## config.mk

```make
export PLATFORM = sky130hd
export DESIGN_NAME = bht_update_queue
export DESIGN_NICKNAME = d
export VERILOG_FILES = /design/src/rtl/bht_update_queue_pkg.sv /design/src/rtl/bht_update_queue_fifo.sv /design/src/rtl/bht_update_queue.sv
export SDC_FILE = /design/constraint.sdc
export NUM_CORES = 1
export LEC_CHECK = 0
export BUFFER_PORTS_ARGS = -buffer_cell sky130_fd_sc_hd__buf_2
export CORE_AREA = 2 2 118 120
export DETAILED_ROUTE_END_ITERATION = 8
export DIE_AREA = 0 0 120 122
export PLACE_DENSITY = 0.77
export SYNTH_ARGS = -nofsm -noshare
export SYNTH_HDL_FRONTEND = slang
export SYNTH_SLANG_ARGS = --single-unit
export TNS_END_PERCENT = 50
```

## constraint.sdc

```tcl
create_clock -name clk_i -period 13.6 [get_ports clk_i]
set_input_delay 0 -clock clk_i [delete_from_list [all_inputs] [get_ports clk_i]]
set_output_delay 0 -clock clk_i [all_outputs]
set_load 0.01 [all_outputs]
```

## src/rtl/bht_update_queue_pkg.sv

```systemverilog
// Shared branch-prediction types used by the BHT update queue.
//   VLEN          : virtual address width carried with each update
//   cf_t          : control-flow type reported by the branch unit
//   bp_resolve_t  : branch-unit result {valid, pc, is_taken, cf_type}
//   bht_update_t  : BHT write request {valid, pc, taken}
package bht_update_queue_pkg;

    localparam int unsigned VLEN       = 32;
    localparam int unsigned DROP_CNT_W = 8;

    typedef enum logic [2:0] {
        NoCF,
        Branch,
        Jump,
        JumpR,
        Return
    } cf_t;

    typedef struct packed {
        logic            valid;
        logic [VLEN-1:0] pc;
        logic            is_taken;
        cf_t             cf_type;
    } bp_resolve_t;

    typedef struct packed {
        logic            valid;
        logic [VLEN-1:0] pc;
        logic            taken;
    } bht_update_t;

endpackage

```

## src/rtl/bht_update_queue_fifo.sv

```systemverilog
// bht_update_fifo: storage for the BHT update queue.
//   clk_i, rst_ni  : clock, async active-low reset (pointers only)
//   flush_i        : empty the queue at the next edge
//   push_i/pop_i   : enqueue wdata_i at tail / drop head (one each per cycle)
//   overwrite_i    : rewrite the youngest entry with wdata_i (never with push_i)
//   head_o         : oldest entry, youngest_key_o: top KEY_W bits of youngest
//   count_o, empty_o, full_o : occupancy from registered pointers
// Pointers carry one extra MSB so full and empty are distinguishable.
module bht_update_fifo #(
    parameter int unsigned DEPTH = 4,
    parameter int unsigned WIDTH = 33,
    parameter int unsigned KEY_W = 32,
    localparam int unsigned AW   = $clog2(DEPTH)
) (
    input  logic             clk_i,
    input  logic             rst_ni,
    input  logic             flush_i,
    input  logic             push_i,
    input  logic             pop_i,
    input  logic             overwrite_i,
    input  logic [WIDTH-1:0] wdata_i,
    output logic [WIDTH-1:0] head_o,
    output logic [KEY_W-1:0] youngest_key_o,
    output logic [AW:0]      count_o,
    output logic             empty_o,
    output logic             full_o
);

    logic [AW:0]      wr_ptr_q, rd_ptr_q;
    logic [WIDTH-1:0] mem_q [DEPTH];
    logic [AW-1:0]    young_idx;

    assign young_idx = wr_ptr_q[AW-1:0] - AW'(1);

    always_ff @(posedge clk_i or negedge rst_ni) begin
        if (!rst_ni) begin
            wr_ptr_q <= '0;
            rd_ptr_q <= '0;
        end else if (flush_i) begin
            wr_ptr_q <= '0;
            rd_ptr_q <= '0;
        end else begin
            if (push_i) wr_ptr_q <= wr_ptr_q + 1'b1;
            if (pop_i)  rd_ptr_q <= rd_ptr_q + 1'b1;
        end
    end

    // Payload is never visible while empty, so it needs no reset.
    always_ff @(posedge clk_i) begin
        if (push_i)           mem_q[wr_ptr_q[AW-1:0]] <= wdata_i;
        else if (overwrite_i) mem_q[young_idx]        <= wdata_i;
    end

    assign head_o         = mem_q[rd_ptr_q[AW-1:0]];
    assign youngest_key_o = mem_q[young_idx][WIDTH-1 -: KEY_W];
    assign count_o        = wr_ptr_q - rd_ptr_q;
    assign empty_o        = (wr_ptr_q == rd_ptr_q);
    assign full_o         = (wr_ptr_q[AW] != rd_ptr_q[AW]) &&
                            (wr_ptr_q[AW-1:0] == rd_ptr_q[AW-1:0]);

endmodule

```

## src/rtl/bht_update_queue.sv

```systemverilog
// bht_update_queue: buffers resolved conditional-branch outcomes until the
// BHT update port is free.
//   clk_i, rst_ni      : clock, async active-low reset
//   flush_i            : discard all queued updates
//   debug_mode_i       : hold queue contents, ignore new branches
//   resolved_branch_i  : branch-unit result
//   bht_busy_i         : BHT update port unavailable this cycle
//   bht_update_o       : head entry toward the BHT (valid = dequeue)
//   full_o             : queue holds DEPTH entries
//   drop_cnt_o         : saturating count of updates lost to a full queue
// DEPTH must be a power of two, at least 2.
module bht_update_queue
    import bht_update_queue_pkg::*;
#(
    parameter int unsigned DEPTH = 4
) (
    input  logic                  clk_i,
    input  logic                  rst_ni,
    input  logic                  flush_i,
    input  logic                  debug_mode_i,
    input  bp_resolve_t           resolved_branch_i,
    input  logic                  bht_busy_i,
    output bht_update_t           bht_update_o,
    output logic                  full_o,
    output logic [DROP_CNT_W-1:0] drop_cnt_o
);

    localparam int unsigned CW = $clog2(DEPTH) + 1;

    // pc sits in the MSBs so the fifo can expose it as the youngest key.
    typedef struct packed {
        logic [VLEN-1:0] pc;
        logic            taken;
    } entry_t;

    entry_t                wdata, head;
    logic [VLEN-1:0]       young_pc;
    logic [CW-1:0]         count;
    logic                  empty, full;
    logic                  accept, deq, coalesce, push, drop;
    logic [DROP_CNT_W-1:0] drop_cnt_q;

    assign wdata.pc    = resolved_branch_i.pc;
    assign wdata.taken = resolved_branch_i.is_taken;

    assign accept = resolved_branch_i.valid && (resolved_branch_i.cf_type == Branch) &&
                    !debug_mode_i && !flush_i;

    // A flush cycle emits nothing so the discarded head is not half-consumed.
    assign deq = !empty && !bht_busy_i && !debug_mode_i && !flush_i;

    // The youngest entry is the head only when one entry is queued; if that
    // head leaves this cycle the new update must become a fresh entry.
    assign coalesce = accept && !empty && (young_pc == resolved_branch_i.pc) &&
                      !(deq && (count == CW'(1)));
    assign push     = accept && !coalesce && (!full || deq);
    assign drop     = accept && !coalesce && full && !deq;

    bht_update_fifo #(
        .DEPTH (DEPTH),
        .WIDTH ($bits(entry_t)),
        .KEY_W (VLEN)
    ) u_fifo (
        .clk_i          (clk_i),
        .rst_ni         (rst_ni),
        .flush_i        (flush_i),
        .push_i         (push),
        .pop_i          (deq),
        .overwrite_i    (coalesce),
        .wdata_i        (wdata),
        .head_o         (head),
        .youngest_key_o (young_pc),
        .count_o        (count),
        .empty_o        (empty),
        .full_o         (full)
    );

    always_ff @(posedge clk_i or negedge rst_ni) begin
        if (!rst_ni)                                   drop_cnt_q <= '0;
        else if (drop && (drop_cnt_q != '1))           drop_cnt_q <= drop_cnt_q + 1'b1;
    end

    assign bht_update_o.valid = deq;
    assign bht_update_o.pc    = empty ? '0 : head.pc;
    assign bht_update_o.taken = empty ? 1'b0 : head.taken;
    assign full_o             = full;
    assign drop_cnt_o         = drop_cnt_q;

endmodule

```

==> results.json, run 1 <==
{
  "grt_pass1_wl_um": 24200,
  "critical_path.max_fanout": 41,
  "setup_viol_count_final": 0,
  "rsz0062_at_grt": "false",
  "layout.nets": 579,
  "worstSetupStartpointType": "flip-flop",
  "period_minus_slack_ns": 5.04,
  "antenna_found_initial": 0,
  "diodes": 0,
  "dpl_worst_slack_ns": 8.67,
  "clk_pin_slew_worst_paths_ns": 0.06,
  "arrival_ns": 5.12,
  "synth-edff-count": 132,
  "clock_path_buffers": 2,
  "synth.most_common_cell": "edfxtp_1",
  "synthDominantCellAreaShare": 0.554,
  "synth_flop_cell": "edfxtp_1",
  "ys_types": 43,
  "drc": 0,
  "finalWirelength_um": 15200,
  "seq_area_frac_synth": 0.602,
  "via_per_inst": 5.96,
  "htree_levels": 4,
  "final_cell_count_no_fill": 723,
  "ys_warn_count": 0,
  "worst-setup-path-type": "reg2reg",
  "syn_inst": 408,
  "first_pass_iters": 5,
  "required_ns": 13.68,
  "vdd_drop_max_v": 0.000114,
  "grt_max_degree": 42,
  "grt_pass1_vias": 4492,
  "async_reset_ff_frac": 0.0959,
  "clock_latency_ns": 0.42,
  "p_total_w": 0.00102,
  "io_pins": 85,
  "root_buffer": "clkbuf_16",
  "crit_path_end_kind": "flip-flop",
  "grtUsageTotal": 0.224,
  "finalHoldViolations": 0,
  "synth_area_leader_cell": "edfxtp_1",
  "status": "finished clean",
  "drtAntennaViolNets": 0,
  "numCtsBuffers": 17,
  "synth_seq_cells": 146,
  "wl_per_cell_um": 21.1,
  "num_vias": 4309,
  "numClockSinks": 146,
  "cp-startpoint": "u_fifo.wr_ptr_q[1]",
  "fin_setup_tns_ns": 0,
  "initialDrtViolationCount": 351,
  "grt-ovfl-total": 0,
  "netlist_top_cells_count": "edfxtp_1, mux4_2, nor2b_1, xnor2_1, mux4_1",
  "placementRows": 43,
  "worst_pin_slew_ns": 1.06,
  "syn2layout_area_growth_pct": 22.0,
  "slew_violations": 0,
  "slew_headroom": 0.295,
  "synth_nets": 456,
  "drv_cap": 0,
  "post-route-period-util": 0.371,
  "dieArea_um2": 14600,
  "cts_tree": "done",
  "worst_slack_ns": 8.56,
  "drive_above_1_share": 0.324,
  "core_area_um2": 13500,
  "dp_hpwl_um": 9240,
  "cts_resized": 0,
  "powerDensity_nw_per_um2": 117,
  "start_util": 0.530,
  "dp_cells": 657,
  "hp-class": "in2async",
  "synth.area.top_cells": "edfxtp_1, mux4_2, mux4_1",
  "synth.avg_cell_area_um2": 17.6,
  "fin_skew_ns": 0.00761,
  "p_leak_nw": 2.98,
  "place.gp.congestion": 0.812,
  "rr_startpoint": "u_fifo.wr_ptr_q[1]",
  "max_freq_ghz": 0.198,
  "die_y_um": 122,
  "netlist_area_um2": 7160,
  "port_buffers": 84,
  "die_w_um": 120
}
-- kinds of logic after synthesis --
group	after synthesis	share of synthesized area
xor gates and xnor gates	47	0.0575
and+or+nand+nor	89	0.0744
adders and majority gates	6	0.0115
buffers and inverters	30	0.0257
muxes	75	0.216
DFF	146	0.602
AOI/OAI and AO/OA	15	0.0122
-- placed cells by master (no fill, tap or decap), types with 2 or more instances in the layout --
cell,synthesis,final
a21oi_1,3,3
and2_1,2,2
and3_1,2,2
and3_2,2,2
buf_2,1,84
buf_4,1,9
bufinv_16,0,5
clkbuf_16,0,17
clkinv_1,1,4
clkinv_2,0,3
clkinvlp_4,0,2
dfrtp_1,14,12
dfrtp_2,0,2
dlygate4sd3_1,0,35
edfxtp_1,132,132
ha_1,5,4
inv_1,5,5
mux2i_1,14,14
mux4_1,15,15
mux4_2,44,44
nand2_1,5,5
nand3_1,7,7
nand4_1,12,12
nor2_1,6,6
nor2b_1,35,35
nor3_1,4,4
nor4_1,5,5
o21ai_0,8,4
o21ai_4,0,4
or3_1,3,3
xnor2_1,35,35
xor2_1,12,12
-- area by class of cell --
| cell class | count | area (um2) |
|---|---|---|
| Fill cell | 942 | 4770 |
| Sequential cell | 146 | 4320 |
| Multi-Input combinational cell | 232 | 2710 |
| Timing Repair Buffer | 128 | 838 |
| Clock buffer | 18 | 429 |
| Tap cell | 180 | 225 |
| Clock inverter | 13 | 191 |
| Inverter | 6 | 22.5 |
-- per-layer routing --
layer,wire length [um],track usage,vias to the layer above
met2,7770,0.374,192
met5,0,0,-
met1,6160,0.288,2197
met3,1040,0.0524,23
met4,278,0.0838,0
li1,-,-,1897
-- metrics by stage --
stage                     cell area (um2)   util  hold WS [ns]
final                                8730  0.647        0.0261
after CTS                            8730  0.647       0.00375
after global routing                 8730  0.647        0.0420
after floorplan                      7160      -        -0.296
after global placement               7760  0.575       -0.0924
after detailed placement             7760  0.575       -0.0853
-- registers in the layout, summed over array words and instances (netlist names) --
signal,flops
u_fifo.rd_ptr_q,3
u_fifo.wr_ptr_q,3
u_fifo.mem_q,132
drop_cnt_o,8
-- path summary, 6_finish.rpt --
kind | cells after the start | end | slack, ns
min in group clk_i | 4 | u_fifo.rd_ptr_q[0] | 0.05
worst min-delay path | 2 | drop_cnt_o[0] | 0.03
worst min register to register | 1 | drop_cnt_o[6] | 0.49
worst max register to register | 9 | u_fifo.mem_q[1][28] | 8.56
worst max-delay path | 9 | u_fifo.mem_q[1][28] | 8.56
max in group asynchronous | 2 | u_fifo.wr_ptr_q[0] | 13.31
-- report_power, final --
group	switching (W)	leakage [nW]	total [W]	internal [W]
combinational	0.0000200	1.31	0.0000400	0.0000200
sequential	0.000000353	1.38	0.000490	0.000490
clock	0.000170	0.298	0.000491	0.000321
-- worst max-delay path: stages (launching register included) --
cell,delay (ns)
dfrtp_1,0.43
ha_2,1.04
mux4_2,0.43
xor2_1,0.16
nor4_1,0.46
o2111ai_1,0.27
nor4_1,0.73
nand2_1,0.29
o21ai_4,0.42
buf_4,0.43
-- what timing repair did --
item,4_1_cts,5_1_grt
hold endpoints to repair,151,0
hold buffers,35,0
setup buffers,0,0
(Power assumes the default switching activity.)
==> run 2: changes to the inputs <==
clock period = 4.65 ns   (was 13.6 ns; I/O delays follow)
==> run 2 against run 1 <==
Against the previous run: the flow now finishes with violations (hold timing); highest routed layer unchanged; clock power increased to 3.0 times the previous value; worst hold slack lost 0.026 ns; final area grew 0.95%; global-route usage increased by 0.83 points; flip-flop and latch count stayed put; first-iteration DRC count decreased by 21%; critical endpoint is now u_fifo.mem_q[3][22]; sequential share of layout area is 0.46 points lower; wire length up 4.1%; register-to-register slack worse by 8.1 ns.
==> results.json, run 2 (synthesized netlist as in run 1, its figures left out) <==
{
  "grt_pass1_vias": 4523,
  "die_w_um": 120,
  "worst-setup-path-type": "reg2reg",
  "drv_cap": 0,
  "slew_violations": 0,
  "drt-met1-wl_um": 6300,
  "highest-signal-layer": "met4",
  "grtUsageTotal": 0.232,
  "grt_max_degree": 36,
  "largest_reg_flops": 132,
  "cts_setup_buffers": 0,
  "multiInputGateArea_um2": 2720,
  "powerDensity_nw_per_um2": 346,
  "layout.nets": 583,
  "met2WireLength_um": 8240,
  "power_switching_share": 0.185,
  "antenna_found_initial": 0,
  "vdd_drop_max_v": 0.000220,
  "drtAntennaViolNets": 0,
  "timing.hold.ws_ns": -0.000142,
  "worstSetupStartpointType": "flip-flop",
  "grt-ovfl-total": 0,
  "place.gp.congestion": 0.815,
  "placementRows": 43,
  "core_area_um2": 13500,
  "met3_length_um": 1050,
  "num_vias": 4305,
  "violations": "hold timing",
  "first_pass_iters": 5,
  "clock_latency_ns": 0.42,
  "port_buffers": 84,
  "mostFrequentLayoutCell": "edfxtp_1",
  "drc": 0,
  "arrival_ns": 4.26,
  "period_minus_slack_ns": 4.15,
  "status": "finished with violations",
  "syn2layout_area_growth_pct": 23.1,
  "seqPwrFrac": 0.471,
  "post-route-period-util": 0.892,
  "drive_above_1_share": 0.332,
  "r2r_end": "u_fifo.mem_q[3][22]",
  "io_pins": 85,
  "fin_setup_tns_ns": 0,
  "p_leak_nw": 3.02,
  "via_per_inst": 5.93,
  "finalHoldViolations": 1,
  "fin_skew_ns": 0.00757,
  "start_util": 0.530,
  "final_cell_mix": "edfxtp_1, buf_2, mux4_2",
  "regToRegSetupSlack_ns": 0.50,
  "numCtsBuffers": 17,
  "n_fill_cell": 947,
  "dieArea_um2": 14600,
  "power.internal_w": 0.00248,
  "numClockSinks": 146,
  "dp_hpwl_um": 9940,
  "clk_pin_slew_worst_paths_ns": 0.06,
  "slew_headroom": 0.440,
  "dp_cells": 661,
  "setup_viol_count_final": 0,
  "root_buffer": "clkbuf_16",
  "clock_path_buffers": 2,
  "clkPwrFrac": 0.490,
  "top_register": "u_fifo.mem_q",
  "diodes": 0,
  "combPwrFrac": 0.039,
  "htree_levels": 4,
  "rsz0062_at_grt": "false",
  "finalWirelength_um": 15900,
  "p_total_w": 0.00305,
  "hp-class": "in2async",
  "final_cell_count_no_fill": 726,
  "final_core_utilization": 0.653,
  "max_freq_ghz": 0.241,
  "grt_pass1_wl_um": 25000,
  "die_y_um": 122,
  "cts_tree": "done",
  "crit_path_end_kind": "flip-flop",
  "worst_pin_slew_ns": 0.837,
  "wl_per_cell_um": 21.9,
  "rr_startpoint": "u_fifo.wr_ptr_q[0]",
  "regArea_um2": 4320,
  "critical_path.max_fanout": 35,
  "switchingPower_w": 0.000564,
  "initialDrtViolationCount": 276,
  "required_ns": 4.76,
  "reg2regPathDepth": 11
}
-- run 2: changes by cell type in the layout (fill, tap and decap cells not counted), sizes merged --
cell | previous run | this run
clkbuf | 18 | 17
clkinv | 7 | 6
bufinv | 5 | 6
buf | 93 | 97
-- run 2: what timing repair did --
item | 4_1_cts | 5_1_grt
endpoints found under the hold margin | 151 | 0
hold buffers | 35 | 0
endpoints found under the setup margin | 0 | 40
resized for setup | 0 | 1
-- run 2: worst max-delay path by stage --
stage | start | end | depth (start not counted)
final | u_fifo.wr_ptr_q[0] | u_fifo.mem_q[3][22] | 11
after global routing | u_fifo.wr_ptr_q[0] | u_fifo.mem_q[2][14] | 9
after detailed placement | u_fifo.wr_ptr_q[0] | u_fifo.mem_q[3][5] | 9
after CTS | u_fifo.wr_ptr_q[0] | u_fifo.mem_q[3][14] | 9
after global placement | u_fifo.wr_ptr_q[0] | u_fifo.mem_q[2][5] | 9
after floorplan | u_fifo.wr_ptr_q[0] | u_fifo.mem_q[2][0] | 13
-- run 2: power by group through the flow --
stage                     Combinational, W  Clock [W]  Sequential, W
final                             0.000119    0.00149        0.00143
after global routing              0.000129    0.00156        0.00143
after CTS                         0.000119    0.00151        0.00143
after detailed placement         0.0000958          0        0.00146
after global placement           0.0000927          0        0.00146
after floorplan                  0.0000421          0        0.00146
-- run 2: per-layer routing --
layer  vias to the layer above  GRT usage
met2                       188      0.394
met3                        25     0.0538
met1                      2188      0.291
met5                         -          0
met4                         0     0.0904
li1                       1904          -
-- run 2: worst max-delay path: stages, from the launching register on --
cell	delay (ns)
dfrtp_2	0.36
buf_4	0.51
clkinv_1	0.20
ha_1	0.23
fa_1	0.47
nand3b_1	0.09
o211ai_1	0.23
or3_1	0.20
or4_4	0.22
nand3_1	0.22
o21ai_4	0.72
buf_4	0.36
-- run 2: per-stage QoR --
stage	setup slack (ns)	area, um2
after floorplan	-0.551	7160
after global placement	0.555	7820
after detailed placement	0.426	7820
after CTS	0.370	8810
after global routing	0.248	8820
final	0.502	8820
-- run 2: area by class of cell --
class,instances,share of cell area
clock inverter,13,0.0246
clock buffer,17,0.0483
timing repair buffer,132,0.101
multi-input combinational,232,0.308
tap,180,0.0255
sequential,146,0.490
inverter,6,0.00255
==> run 3: changes to the inputs <==
PLACE_DENSITY = 0.74   (was 0.77)
==> run 3 against run 2 <==
Against the previous run: the flow now finishes without violations; sequential share of layout area increased by 0.15 points; highest routed layer unchanged; sequential power about the same; count of clock-buffer cells in the layout rose by 1; worst hold slack improved by 0.016 ns; power decreased by 3.2%; final area down 0.31%; register-to-register slack worse by 0.08 ns; combinational power hardly changed.
==> results.json, run 3 (synthesized netlist as in run 1, its figures left out) <==
{
  "path_common_cell": "buf_4",
  "vdd_drop_max_v": 0.000239,
  "final_cell_mix": "edfxtp_1, buf_2, mux4_2",
  "slew_headroom": 0.448,
  "grt_use_met1": 0.291,
  "powerDensity_nw_per_um2": 336,
  "hp-class": "in2async",
  "initialDrtViolationCount": 349,
  "top_register": "u_fifo.mem_q",
  "die_y_um": 122,
  "critical_path.max_fanout": 21,
  "htree_levels": 4,
  "cts_tree": "done",
  "die_w_um": 120,
  "busiest_layer": "met2",
  "grt_pass1_vias": 4379,
  "status": "finished clean",
  "largest_reg_flops": 132,
  "drtAntennaViolNets": 0,
  "crit_path_end_kind": "flip-flop",
  "p_leak_nw": 3.02,
  "rr_startpoint": "u_fifo.wr_ptr_q[0]",
  "cts_setup_buffers": 0,
  "worst_pin_slew_ns": 0.825,
  "clock_path_buffers": 2,
  "core_area_um2": 13500,
  "drive_above_1_share": 0.339,
  "crit_chain": "ha_2 -> buf_4 -> mux4_2 -> xor2_1 -> nor4_1 -> o2111ai_1 -> or4_4 -> nand3_1 -> o21ai_4 -> buf_4",
  "placed_cell_area_um2": 7830,
  "power.internal_w": 0.00234,
  "grt_pass1_wl_um": 23900,
  "root_buffer": "clkbuf_16",
  "use_met2": 0.360,
  "via_per_inst": 5.80,
  "arrival_ns": 4.41,
  "n_fill_cell": 953,
  "slew_violations": 0,
  "dp_hpwl_um": 9830,
  "layout.nets": 586,
  "grtUsageTotal": 0.223,
  "num_vias": 4241,
  "numClockSinks": 146,
  "combPwrFrac": 0.039,
  "worst-setup-path-type": "reg2reg",
  "reg2regPathDepth": 10,
  "fin_setup_tns_ns": 0,
  "drc": 0,
  "mostFrequentLayoutCell": "edfxtp_1",
  "power_switching_share": 0.206,
  "seqPwrFrac": 0.486,
  "finalInstanceArea_um2": 8790,
  "finalHoldViolations": 0,
  "clk_pin_slew_worst_paths_ns": 0.06,
  "place.gp.congestion": 0.822,
  "worstSetupStartpointType": "flip-flop",
  "first_pass_iters": 5,
  "fin_skew_ns": 0.0109,
  "setup_viol_count_final": 0,
  "dieArea_um2": 14600,
  "cp_slowest_cell": "or4_4",
  "path_buf_inv": 2,
  "cp_slowest_stage_delay_ns": 0.66,
  "grt-ovfl-total": 0,
  "numCtsBuffers": 17,
  "io_pins": 85,
  "met3_usage": 0.0548,
  "clkPwrFrac": 0.474,
  "max_freq_ghz": 0.237,
  "rsz0062_at_grt": "false",
  "grt_max_degree": 37,
  "start_util": 0.530,
  "diodes": 0,
  "placementRows": 43,
  "post-route-period-util": 0.909,
  "switchingPower_w": 0.000606,
  "syn2layout_area_growth_pct": 22.7,
  "wl_per_cell_um": 21.0,
  "clock_latency_ns": 0.42,
  "crit_family": "simple AND/OR/NAND/NOR gates",
  "period_minus_slack_ns": 4.23,
  "finalWirelength_um": 15400,
  "required_ns": 4.83,
  "drv_cap": 0,
  "port_buffers": 84,
  "r2r_end": "u_fifo.mem_q[3][25]",
  "timing.hold.ws_ns": 0.0154,
  "regToRegSetupSlack_ns": 0.42,
  "antenna_found_initial": 0
}
==> run 3: cell types whose count changed in the layout (fill, tap and decap cells not counted) <==
cell	previous run	this run
inv_6	0	6
buf_4	11	15
bufinv_16	6	3
clkinv_1	4	2
buf_12	2	1
clkbuf_1	0	1
clkinv_2	2	1
clkinv_4	0	1
==> run 3: routing by layer <==
layer	wire (um)	share of wire	up-vias
li1	-	-	1908
met1	6460	0.42	2181
met2	7650	0.50	131
met3	874	0.057	21
met4	369	0.024	0
met5	0	0	-
==> run 3: worst max-delay path by stage <==
| stage | startpoint | end | slack (ns) | cells past startpoint |
|---|---|---|---|---|
| global route | u_fifo.wr_ptr_q[0] | u_fifo.mem_q[3][14] | 0.06 | 10 |
| detailed placement | u_fifo.wr_ptr_q[0] | u_fifo.mem_q[3][14] | 0.37 | 10 |
| global placement | u_fifo.wr_ptr_q[0] | u_fifo.mem_q[3][22] | 0.44 | 10 |
| CTS | u_fifo.wr_ptr_q[0] | u_fifo.mem_q[3][14] | 0.33 | 10 |
| finish | u_fifo.wr_ptr_q[0] | u_fifo.mem_q[3][25] | 0.42 | 10 |
| floorplan | u_fifo.wr_ptr_q[0] | u_fifo.mem_q[2][0] | -0.55 | 13 |
==> run 3: stage by stage <==
step / total power (W) / util / cells / setup slack [ns]
global placement: 0.00155 / 0.580 / 664 / 0.441
floorplan: 0.00150 / - / 408 / -0.551
CTS: 0.00297 / 0.650 / 731 / 0.333
finish: 0.00295 / 0.651 / 731 / 0.422
detailed placement: 0.00156 / 0.580 / 664 / 0.371
global route: 0.00303 / 0.651 / 731 / 0.0645
==> run 3: timing repair <==
| action | CTS | global route |
|---|---|---|
| resized for setup | 0 | 1 |
| endpoints found under the setup margin | 0 | 9 |
| hold endpoints to repair | 151 | 0 |
| hold buffers | 35 | 0 |
==> run 3: layout make-up <==
| class | count | area, um2 | area share |
|---|---|---|---|
| flip-flops and latches | 146 | 4320 | 0.491 |
| multi-input cells | 232 | 2720 | 0.309 |
| repair buffers | 135 | 903 | 0.103 |
| clock buffers | 18 | 429 | 0.0488 |
| well taps | 180 | 225 | 0.0256 |
| clock inverters | 14 | 175 | 0.0199 |
| inverters | 6 | 22.5 | 0.00256 |
==> run 3: power groups by stage <==
stage | sequential, W | combinational, W | clock (W)
after CTS | 0.00143 | 0.000117 | 0.00142
after global placement | 0.00146 | 0.0000918 | 0
after detailed placement | 0.00146 | 0.0000940 | 0
after global routing | 0.00143 | 0.000126 | 0.00147
after floorplan | 0.00146 | 0.0000421 | 0
final | 0.00143 | 0.000116 | 0.00140
